==> src/rtl/output_port_arbiter_if.sv <==
// Handshake bundle between the input ports / credit return path and one output port arbiter.
interface output_port_arbiter_if #(
    parameter int unsigned NREQ = 5,
    parameter int unsigned CW   = 3
);
    logic [NREQ-1:0] req;
    logic [NREQ-1:0] tail;
    logic            credit_ret;
    logic [NREQ-1:0] grant;
    logic            fire;
    logic [CW-1:0]   credits;
    logic            busy;
    logic            cr_err;

    modport master (
        output req, tail, credit_ret,
        input  grant, fire, credits, busy, cr_err
    );

    modport slave (
        input  req, tail, credit_ret,
        output grant, fire, credits, busy, cr_err
    );
endinterface

==> src/rtl/output_port_arbiter.sv <==
// Wormhole output port arbiter: round-robin packet lock per input, credit-gated flit transfer.
module output_port_arbiter #(
    parameter int unsigned NREQ    = 5,
    parameter int unsigned CREDITS = 4,
    parameter int unsigned CW      = 3
) (
    input logic                  clk,
    input logic                  rst,
    output_port_arbiter_if.slave port
);
    localparam int unsigned   OW       = (NREQ > 1) ? $clog2(NREQ) : 1;
    localparam logic [CW-1:0] CRED_MAX = CW'(CREDITS);
    localparam logic [OW-1:0] PTR_RST  = OW'(NREQ - 1);

    typedef enum logic {
        IDLE   = 1'b0,
        LOCKED = 1'b1
    } state_t;

    state_t          state_q, state_d;
    logic [OW-1:0]   owner_q, owner_d;
    logic [OW-1:0]   ptr_q, ptr_d;
    logic [OW-1:0]   pick_idx;
    logic            pick_found;
    logic [CW-1:0]   credits_q, credits_d;
    logic            cr_err_q, cr_err_d;
    logic [NREQ-1:0] grant_q, grant_d;
    logic            busy_q, busy_d;
    logic            fire_c;

    // A flit moves only from the current owner and only when downstream has room.
    assign fire_c = (state_q == LOCKED) && port.req[owner_q] && (credits_q != '0);

    // Round-robin pick: first asserted request after the last packet's owner.
    always_comb begin
        int unsigned j;
        j          = 0;
        pick_found = 1'b0;
        pick_idx   = ptr_q;
        for (int unsigned i = 1; i <= NREQ; i++) begin
            j = (32'(ptr_q) + i) % NREQ;
            if (!pick_found && port.req[j]) begin
                pick_found = 1'b1;
                pick_idx   = OW'(j);
            end
        end
    end

    // Next-state, pointer, credit and registered-output logic.
    always_comb begin
        state_d   = state_q;
        owner_d   = owner_q;
        ptr_d     = ptr_q;
        credits_d = credits_q;
        cr_err_d  = cr_err_q;
        grant_d   = '0;
        busy_d    = 1'b0;

        case (state_q)
            IDLE: begin
                if (pick_found) begin
                    state_d = LOCKED;
                    owner_d = pick_idx;
                end
            end
            LOCKED: begin
                if (fire_c && port.tail[owner_q]) begin
                    state_d = IDLE;
                    ptr_d   = owner_q;
                end
            end
            default: state_d = IDLE;
        endcase

        // Simultaneous consume and return cancel; a return into a full counter is an error.
        case ({fire_c, port.credit_ret})
            2'b10: credits_d = credits_q - CW'(1);
            2'b01: begin
                if (credits_q == CRED_MAX) begin
                    cr_err_d = 1'b1;
                end else begin
                    credits_d = credits_q + CW'(1);
                end
            end
            default: credits_d = credits_q;
        endcase

        if (state_d == LOCKED) begin
            grant_d = NREQ'(1) << owner_d;
            busy_d  = 1'b1;
        end
    end

    always_ff @(posedge clk or negedge rst) begin
        if (!rst) begin
            state_q   <= IDLE;
            owner_q   <= '0;
            ptr_q     <= PTR_RST;
            credits_q <= CRED_MAX;
            cr_err_q  <= 1'b0;
            grant_q   <= '0;
            busy_q    <= 1'b0;
        end else begin
            state_q   <= state_d;
            owner_q   <= owner_d;
            ptr_q     <= ptr_d;
            credits_q <= credits_d;
            cr_err_q  <= cr_err_d;
            grant_q   <= grant_d;
            busy_q    <= busy_d;
        end
    end

    assign port.grant   = grant_q;
    assign port.fire    = fire_c;
    assign port.credits = credits_q;
    assign port.busy    = busy_q;
    assign port.cr_err  = cr_err_q;
endmodule

==> src/flat_wrapper.sv <==
// flat-port wrapper written by rule: the top's interface ports become plain ports
module output_port_arbiter_flat 
#(
    parameter int unsigned NREQ    = 5,
    parameter int unsigned CREDITS = 4,
    parameter int unsigned CW      = 3
)
  (clk, rst, port_req, port_tail, port_credit_ret, port_grant, port_fire, port_credits, port_busy, port_cr_err);
  output_port_arbiter_if #(.NREQ(NREQ), .CW(CW)) port_i ();
  input logic clk;
  input logic rst;
  input wire logic [$bits(port_i.req)-1:0] port_req;
  input wire logic [$bits(port_i.tail)-1:0] port_tail;
  input wire logic [$bits(port_i.credit_ret)-1:0] port_credit_ret;
  output wire logic [$bits(port_i.grant)-1:0] port_grant;
  output wire logic [$bits(port_i.fire)-1:0] port_fire;
  output wire logic [$bits(port_i.credits)-1:0] port_credits;
  output wire logic [$bits(port_i.busy)-1:0] port_busy;
  output wire logic [$bits(port_i.cr_err)-1:0] port_cr_err;
  assign port_i.req = port_req;
  assign port_i.tail = port_tail;
  assign port_i.credit_ret = port_credit_ret;
  assign port_grant = port_i.grant;
  assign port_fire = port_i.fire;
  assign port_credits = port_i.credits;
  assign port_busy = port_i.busy;
  assign port_cr_err = port_i.cr_err;
  output_port_arbiter #(.NREQ(NREQ), .CREDITS(CREDITS), .CW(CW)) u_core (.clk(clk), .rst(rst), .port(port_i));
endmodule
==> config.mk <==
export PLATFORM = sky130hd
export DESIGN_NAME = output_port_arbiter_flat
export DESIGN_NICKNAME = d
export VERILOG_FILES = /design/src/rtl/output_port_arbiter_if.sv /design/src/rtl/output_port_arbiter.sv /design/src/flat_wrapper.sv
export SDC_FILE = /design/constraint.sdc
export NUM_CORES = 1
export LEC_CHECK = 0
export CAP_MARGIN = 40
export CORE_MARGIN = 2
export CORE_UTILIZATION = 37
export CTS_CLUSTER_DIAMETER = 150
export DETAILED_ROUTE_END_ITERATION = 8
export REMOVE_ABC_BUFFERS = 1
export SLEW_MARGIN = 20
export SYNTH_ARGS = -nofsm -noshare
export SYNTH_HDL_FRONTEND = slang
export SYNTH_SLANG_ARGS = --single-unit
==> constraint.sdc <==
create_clock -name clk -period 4.9 [get_ports clk]
set_clock_uncertainty 0.1 [all_clocks]
set_input_delay 1.225 -clock clk [delete_from_list [all_inputs] [get_ports clk]]
set_output_delay 1.225 -clock clk [all_outputs]
set_load 0.02 [all_outputs]
### Word-level counts from Yosys, hierarchy flattened

Cells that the tools add are included.

| storage, ports and cells | value |
|---|---|
| register bits after elaboration | 17 |
| input bits | 13 |
| output and inout port bits | 11 |
| word-level logic and storage cells | 80 |

| cells by class | value |
|---|---|
| add/subtract/negate cells | 7 |
| divide/modulo/power cells | 5 |
| magnitude comparators | 6 |
| equal/unequal tests | 4 |
| shifts and indexed selects | 1 |
| mux-type cells | 33 |
| bitwise logic cells | 1 |
| reductions and logical operators | 16 |

Operator list:

| kind | count |
|---|---|
| $lt A32 B4 Y1 const B | 5 |
| $mod A32 B3 Y32 const B | 5 |
| $mux W3 | 8 |
| $bmux W1 S3 | 7 |
| $mux W1 | 15 |
| $add A3 B2 Y4 const B | 2 |
| $add A3 B3 Y4 const B | 2 |
| $logic_and A1 B1 Y1 | 7 |
| $pmux W3 S2 | 1 |
| $reduce_and A2 Y1 | 3 |
| $mux W5 | 1 |
| $shl A1 B3 Y5 const A | 1 |
| $add A3 B1 Y4 const B | 1 |
| $logic_not A1 Y1 | 4 |
| $lt A3 B4 Y1 const B | 1 |
| $add A3 B1 Y3 const B | 1 |
| $eq A3 B3 Y1 const B | 1 |
| $reduce_bool A3 Y1 | 1 |
| $sub A3 B1 Y3 const B | 1 |
| $eq A2 B1 Y1 const B | 1 |
| $eq A2 B2 Y1 const B | 1 |
| $ne A2 B2 Y1 const B | 1 |
| $pmux W1 S2 | 1 |
| $reduce_bool A2 Y1 | 1 |
| $not A1 Y1 | 1 |

### Logic depth before layout (Yosys ltp)

| logic depth | value |
|---|---|
| depth after elaboration | 21 |
| gate-level depth with buffers | 21 |
| depth with buffers taken out | 20 |

### Least setup slack after synthesis

OpenSTA, ideal clock, no wires.

| timing | value |
|---|---|
| path kind | register to register |
| start | register u_core.ptr_q[0] |
| end | register u_core.grant_q[3], in the netlist u_core.port.grant[3] |
| library setup time | 0.073 ns |
| arrival time | 4.797 ns |
| required time | 4.727 ns |
| slack | -0.070 ns |
| stages on the path, launching flop included | 21 |
| buffers on the path | 1 |
| period minus slack after synthesis | 4.970 ns |
| path through | dfrtp_1 > inv_1 > clkbuf_1 > ha_1 > clkinv_1 > ha_1 > or2_2 > o211ai_1 > and2_1 > inv_1 > ha_1 > nor2b_1 > a2111oi_0 > a211o_2 > mux2i_1 > or3b_2 > nand3_1 > nor4bb_1 > o32ai_2 > a21boi_2 > nor2b_1 |

| on the way | value |
|---|---|
| word-level cells in the longest chain between the ends | 21 |
| elaborated cells between the ends (all ways) | 44 |
| those cells by class | 5 x add/sub; 5 x div; 1 x shift; 25 x mux; 8 x reduce/logical |

Ends and longest elaborated chain:

| what | line | source |
|---|---|---|
| start, declared | output_port_arbiter.sv:22 | `logic [OW-1:0] ptr_q, ptr_d;` |
| start signal, assigned | output_port_arbiter.sv:106 | `ptr_q <= ptr_d;` |
| $add A3 B1 Y4 | output_port_arbiter.sv:41 | `j = (32'(ptr_q) + i) % NREQ;` |
| $mod A32 B3 Y32 | output_port_arbiter.sv:41 |  |
| $bmux W1 S3 | output_port_arbiter.sv:42 | `if (!pick_found && port.req[j]) begin` |
| $mux W1 (not written as such) | output_port_arbiter.sv:42 |  |
| $mux W1 | output_port_arbiter.sv:42 |  |
| $logic_not A1 Y1 | output_port_arbiter.sv:42 |  |
| $logic_and A1 B1 Y1 | output_port_arbiter.sv:42 |  |
| $mux W1 | output_port_arbiter.sv:42 |  |
| [7 not listed] | - |  |
| $logic_and A1 B1 Y1 | output_port_arbiter.sv:42 |  |
| $mux W3 or $mux W1 (tied branches) | output_port_arbiter.sv:42 |  |
| $mux W3 * | output_port_arbiter.sv:61 | `if (pick_found) begin` |
| $mux W3 * | output_port_arbiter.sv:59 | `case (state_q)` |
| via u_core.owner_d[1] | output_port_arbiter.sv:21 | `logic [OW-1:0] owner_q, owner_d;` |
| $shl A1 B3 Y5 * | output_port_arbiter.sv:89 | `grant_d = NREQ'(1) << owner_d;` |
| $mux W5 * | output_port_arbiter.sv:88 | `if (state_d == LOCKED) begin` |
| via u_core.grant_d[3] | output_port_arbiter.sv:27 | `logic [NREQ-1:0] grant_q, grant_d;` |
| end signal, assigned | output_port_arbiter.sv:109 | `grant_q <= grant_d;` |
| end, declared | output_port_arbiter.sv:27 |  |

Mark *: on every way through the listed nets, which the timed path passes. The rest lies on a longest branch. The select of a mux whose other input is x is not followed.
A chain may end at the register's enable or synchronous reset.

### Worst setup path in the final report

| timing | value |
|---|---|
| start | register u_core.ptr_q[2] |
| end | register u_core.grant_q[4], in the netlist u_core.port.grant[4] |

| on the way | value |
|---|---|
| word-level cells in the longest chain between the ends | 21 |
| elaborated cells between the ends (all ways) | 44 |
| those cells by class | 5 x add/sub; 5 x div; 1 x shift; 25 x mux; 8 x reduce/logical |

Ends and longest elaborated chain:

| what | line |
|---|---|
| $add A3 B1 Y4 | output_port_arbiter.sv:41 |
| $mod A32 B3 Y32 | output_port_arbiter.sv:41 |
| $bmux W1 S3 | output_port_arbiter.sv:42 |
| $mux W1 (not written as such) | output_port_arbiter.sv:42 |
| $mux W1 | output_port_arbiter.sv:42 |
| $logic_not A1 Y1 | output_port_arbiter.sv:42 |
| $logic_and A1 B1 Y1 | output_port_arbiter.sv:42 |
| $mux W1 | output_port_arbiter.sv:42 |
| [6 not listed] | - |
| $logic_not A1 Y1 | output_port_arbiter.sv:42 |
| $logic_and A1 B1 Y1 | output_port_arbiter.sv:42 |
| $mux W3 or $mux W1 (tied branches) | output_port_arbiter.sv:42 |
| $mux W3 | output_port_arbiter.sv:61 |
| $mux W3 | output_port_arbiter.sv:59 |
| $shl A1 B3 Y5 | output_port_arbiter.sv:89 |
| $mux W5 * | output_port_arbiter.sv:88 |
| via u_core.grant_d[4] | output_port_arbiter.sv:27 |

Marks and branches as above.

==> run summary <==
Via/cell ratio: 5.71
Clock transition at path regs: 0.07 ns
Total standard cell area after synthesis: 0.00264 mm^2
Antenna violations before repair: 0
Share of cells above drive strength 1: 19.6%
Worst-skew pair later-pin latency: 0.25 ns
Remaining global-route overflow: 0
Root buffer cell: clkbuf_8
Final wirelength: 7530 um
Core Region: 0.00683 mm^2
Worst setup SP type: register
Yosys reg bits: 16
Final ANT Viol Nets: 0
Site row count: 30
Die ar.: 0.00782 mm^2
Post-Syn Instances: 324
Max cap viols: 0
Final core occ: 47.6%
Netlist cell types: 76
Area delta synth->final: 23.4%
Clock sink count: 16
Number of global-route vias before repair: 2546
Final number of hold-violating endpoints: 0
Initial Utilization: 38.6%
Yosys warns: 0
CTS max path bufs: 2
Final Cycle Share: 93.8%
Main synth FF type: dfrtp_1
ANT cells: 0
First-pass DRT Iterations: 4
Slew HR: 58.6%
H-tree Lvls: 1
Largest net degree at the start of global routing: 27
CTS Hold Bufs: 0
Count of non-filler cells in the finished layout: 459
DRT iter0 DRCs: 220
Max Freq: 0.218 GHz
RD Place Congestion: 0.875
Asr flop ratio synth: 100%
Crit path kind: reg -> reg
Cell accounting for the most synthesized area: dfrtp_1
Post-layout nets: 407
Routed WL per cell: 16.4 um
Area contributors post-synth: dfrtp_1 (13%), ha_1 (13%), mux4_2 (5.1%), inv_1 (4.0%), mux2i_1 (3.8%)
Status: finished clean
Placed cell count: 451
Tmin final: 4.60 ns
Slew at the pin with the worst max-slew slack: 0.606 ns
Post-synth top area share: 13.3%
Detailed-route via count: 2619
CTS Buf Count: 3
HP Class: reg -> reg
CTS tree: built
Die X: 88.4 um
Commonest cells in the netlist: ha_1 (28), inv_1 (28), nand2_1 (25)
Syn avg cell area: 8.14 um^2
Critical Path RT: 4.94 ns
Post-synth EDFFs: 0
Chip height: 88.4 um
Post-synthesis sequential area ratio: 15.3%
Global router's overall resource usage: 20.5%
# DRC: 0
Slew Limit Fails: 0
CP Data Arrival Time: 4.64 ns
Num ports: 24
Endpoint class of the critical path: register
First-pass GRT wire length: 12600 um
Maximum net fanout on the critical path: 8
Post-DP HPWL: 5690 um
Final setup viols: 0
IO buf count: 23
## path summary, 6_finish.rpt
path | slack (ns) | start | cells after the start | endpoint
max in group asynchronous | 3.26 | rst | 2 | u_core.ptr_q[2]
min in group asynchronous | 1.04 | rst | 1 | u_core.port.grant[0]
worst max-delay path | 0.30 | u_core.ptr_q[2] | 19 | u_core.port.grant[4]
worst min-delay path | 0.37 | u_core.port.cr_err | 1 | u_core.port.cr_err
worst max register to register | 0.30 | u_core.ptr_q[2] | 19 | u_core.port.grant[4]
worst min register to register | 0.37 | u_core.port.cr_err | 1 | u_core.port.cr_err
## cells in the final DEF, fill, tap and decap left out, drive strengths merged, types with 3 or more instances in the layout
master and count:
inv 30, ha 28, buf 27, nand2 26, clkdlybuf4s50 23, nor2 22, o21ai 17, dfrtp 14
a21oi 13, mux2i 10, xnor2 10, nor2b 9, o211ai 8, nand3 8, nor3 7, mux4 6
nor3b 5, nand3b 5, and2 5, o21a 4, o31ai 4, or3 4, clkbuf 4, a211o 4
a32oi 4, a21o 3, nand4 3, mux2 3, and3 3, a21boi 3, nor4 3, a221oi 3
## metal layers
| metal | track usage, % | routed length (um) | up-vias |
|---|---|---|---|
| li1 | - | - | 1282 |
| met1 | 27.6 | 3430 | 1250 |
| met2 | 34.2 | 3660 | 74 |
| met3 | 3.45 | 289 | 13 |
| met4 | 4.82 | 145 | 0 |
| met5 | 0 | 0 | - |
## flip-flops by register name, summed over array words and instances (netlist names)
register,count
u_core.owner_q,3
u_core.port.busy,1
u_core.port.cr_err,1
u_core.port.credits,3
u_core.port.grant,5
u_core.ptr_q,3
## critical path: stages, from the launching register on
cell	delay, ns
dfstp_2	0.57
buf_12	0.13
buf_4	0.17
xnor2_2	0.14
inv_2	0.11
ha_1	0.22
nor2_1	0.14
a21o_1	0.22
xnor2_2	0.16
ha_2	0.25
nand2b_1	0.08
a32oi_1	0.19
nor3_1	0.08
a211o_1	0.32
or4_4	0.59
nor4_1	0.26
nor3_1	0.11
o22a_1	0.22
o221a_2	0.29
o2111a_1	0.15
## what timing repair did
item | in CTS | in global routing
endpoints found under the hold margin | 0 | 0
setup buffers | 0 | 3
gates resized for setup | 0 | 13
setup endpoints to repair | 0 | 8
## per-stage QoR
stage	instance area [um^2]	setup TNS, ns	hold WS [ns]	setup WS, ns
after floorplan	2570	-5.13	0.427	-0.707
after global placement	3090	0	0.354	0.303
after detailed placement	3090	0	0.366	0.142
after CTS	3150	0	0.383	0.115
after global routing	3250	-0.181	0.402	-0.0636
final	3250	0	0.375	0.303
## logic make-up after synthesis
| group | share of synthesized area (%) |
|---|---|
| fa+ha+maj | 14.8 |
| simple gates | 23.1 |
| mux | 10.2 |
| flops | 15.3 |
| compound gates | 25.8 |
| buf+inv | 6.88 |
| xor+xnor | 3.94 |
## layout make-up
class | count | area, um^2
clock buffer | 4 | 55.1
fill | 688 | 3580
inverter | 31 | 116
multi-input combinational | 262 | 2100
sequential | 16 | 403
tap | 96 | 120
timing repair buffer | 50 | 453
Power is left out: the tool's default activity adds up to more than one toggle a clock period on the data nets, which glitch-free logic cannot reach.
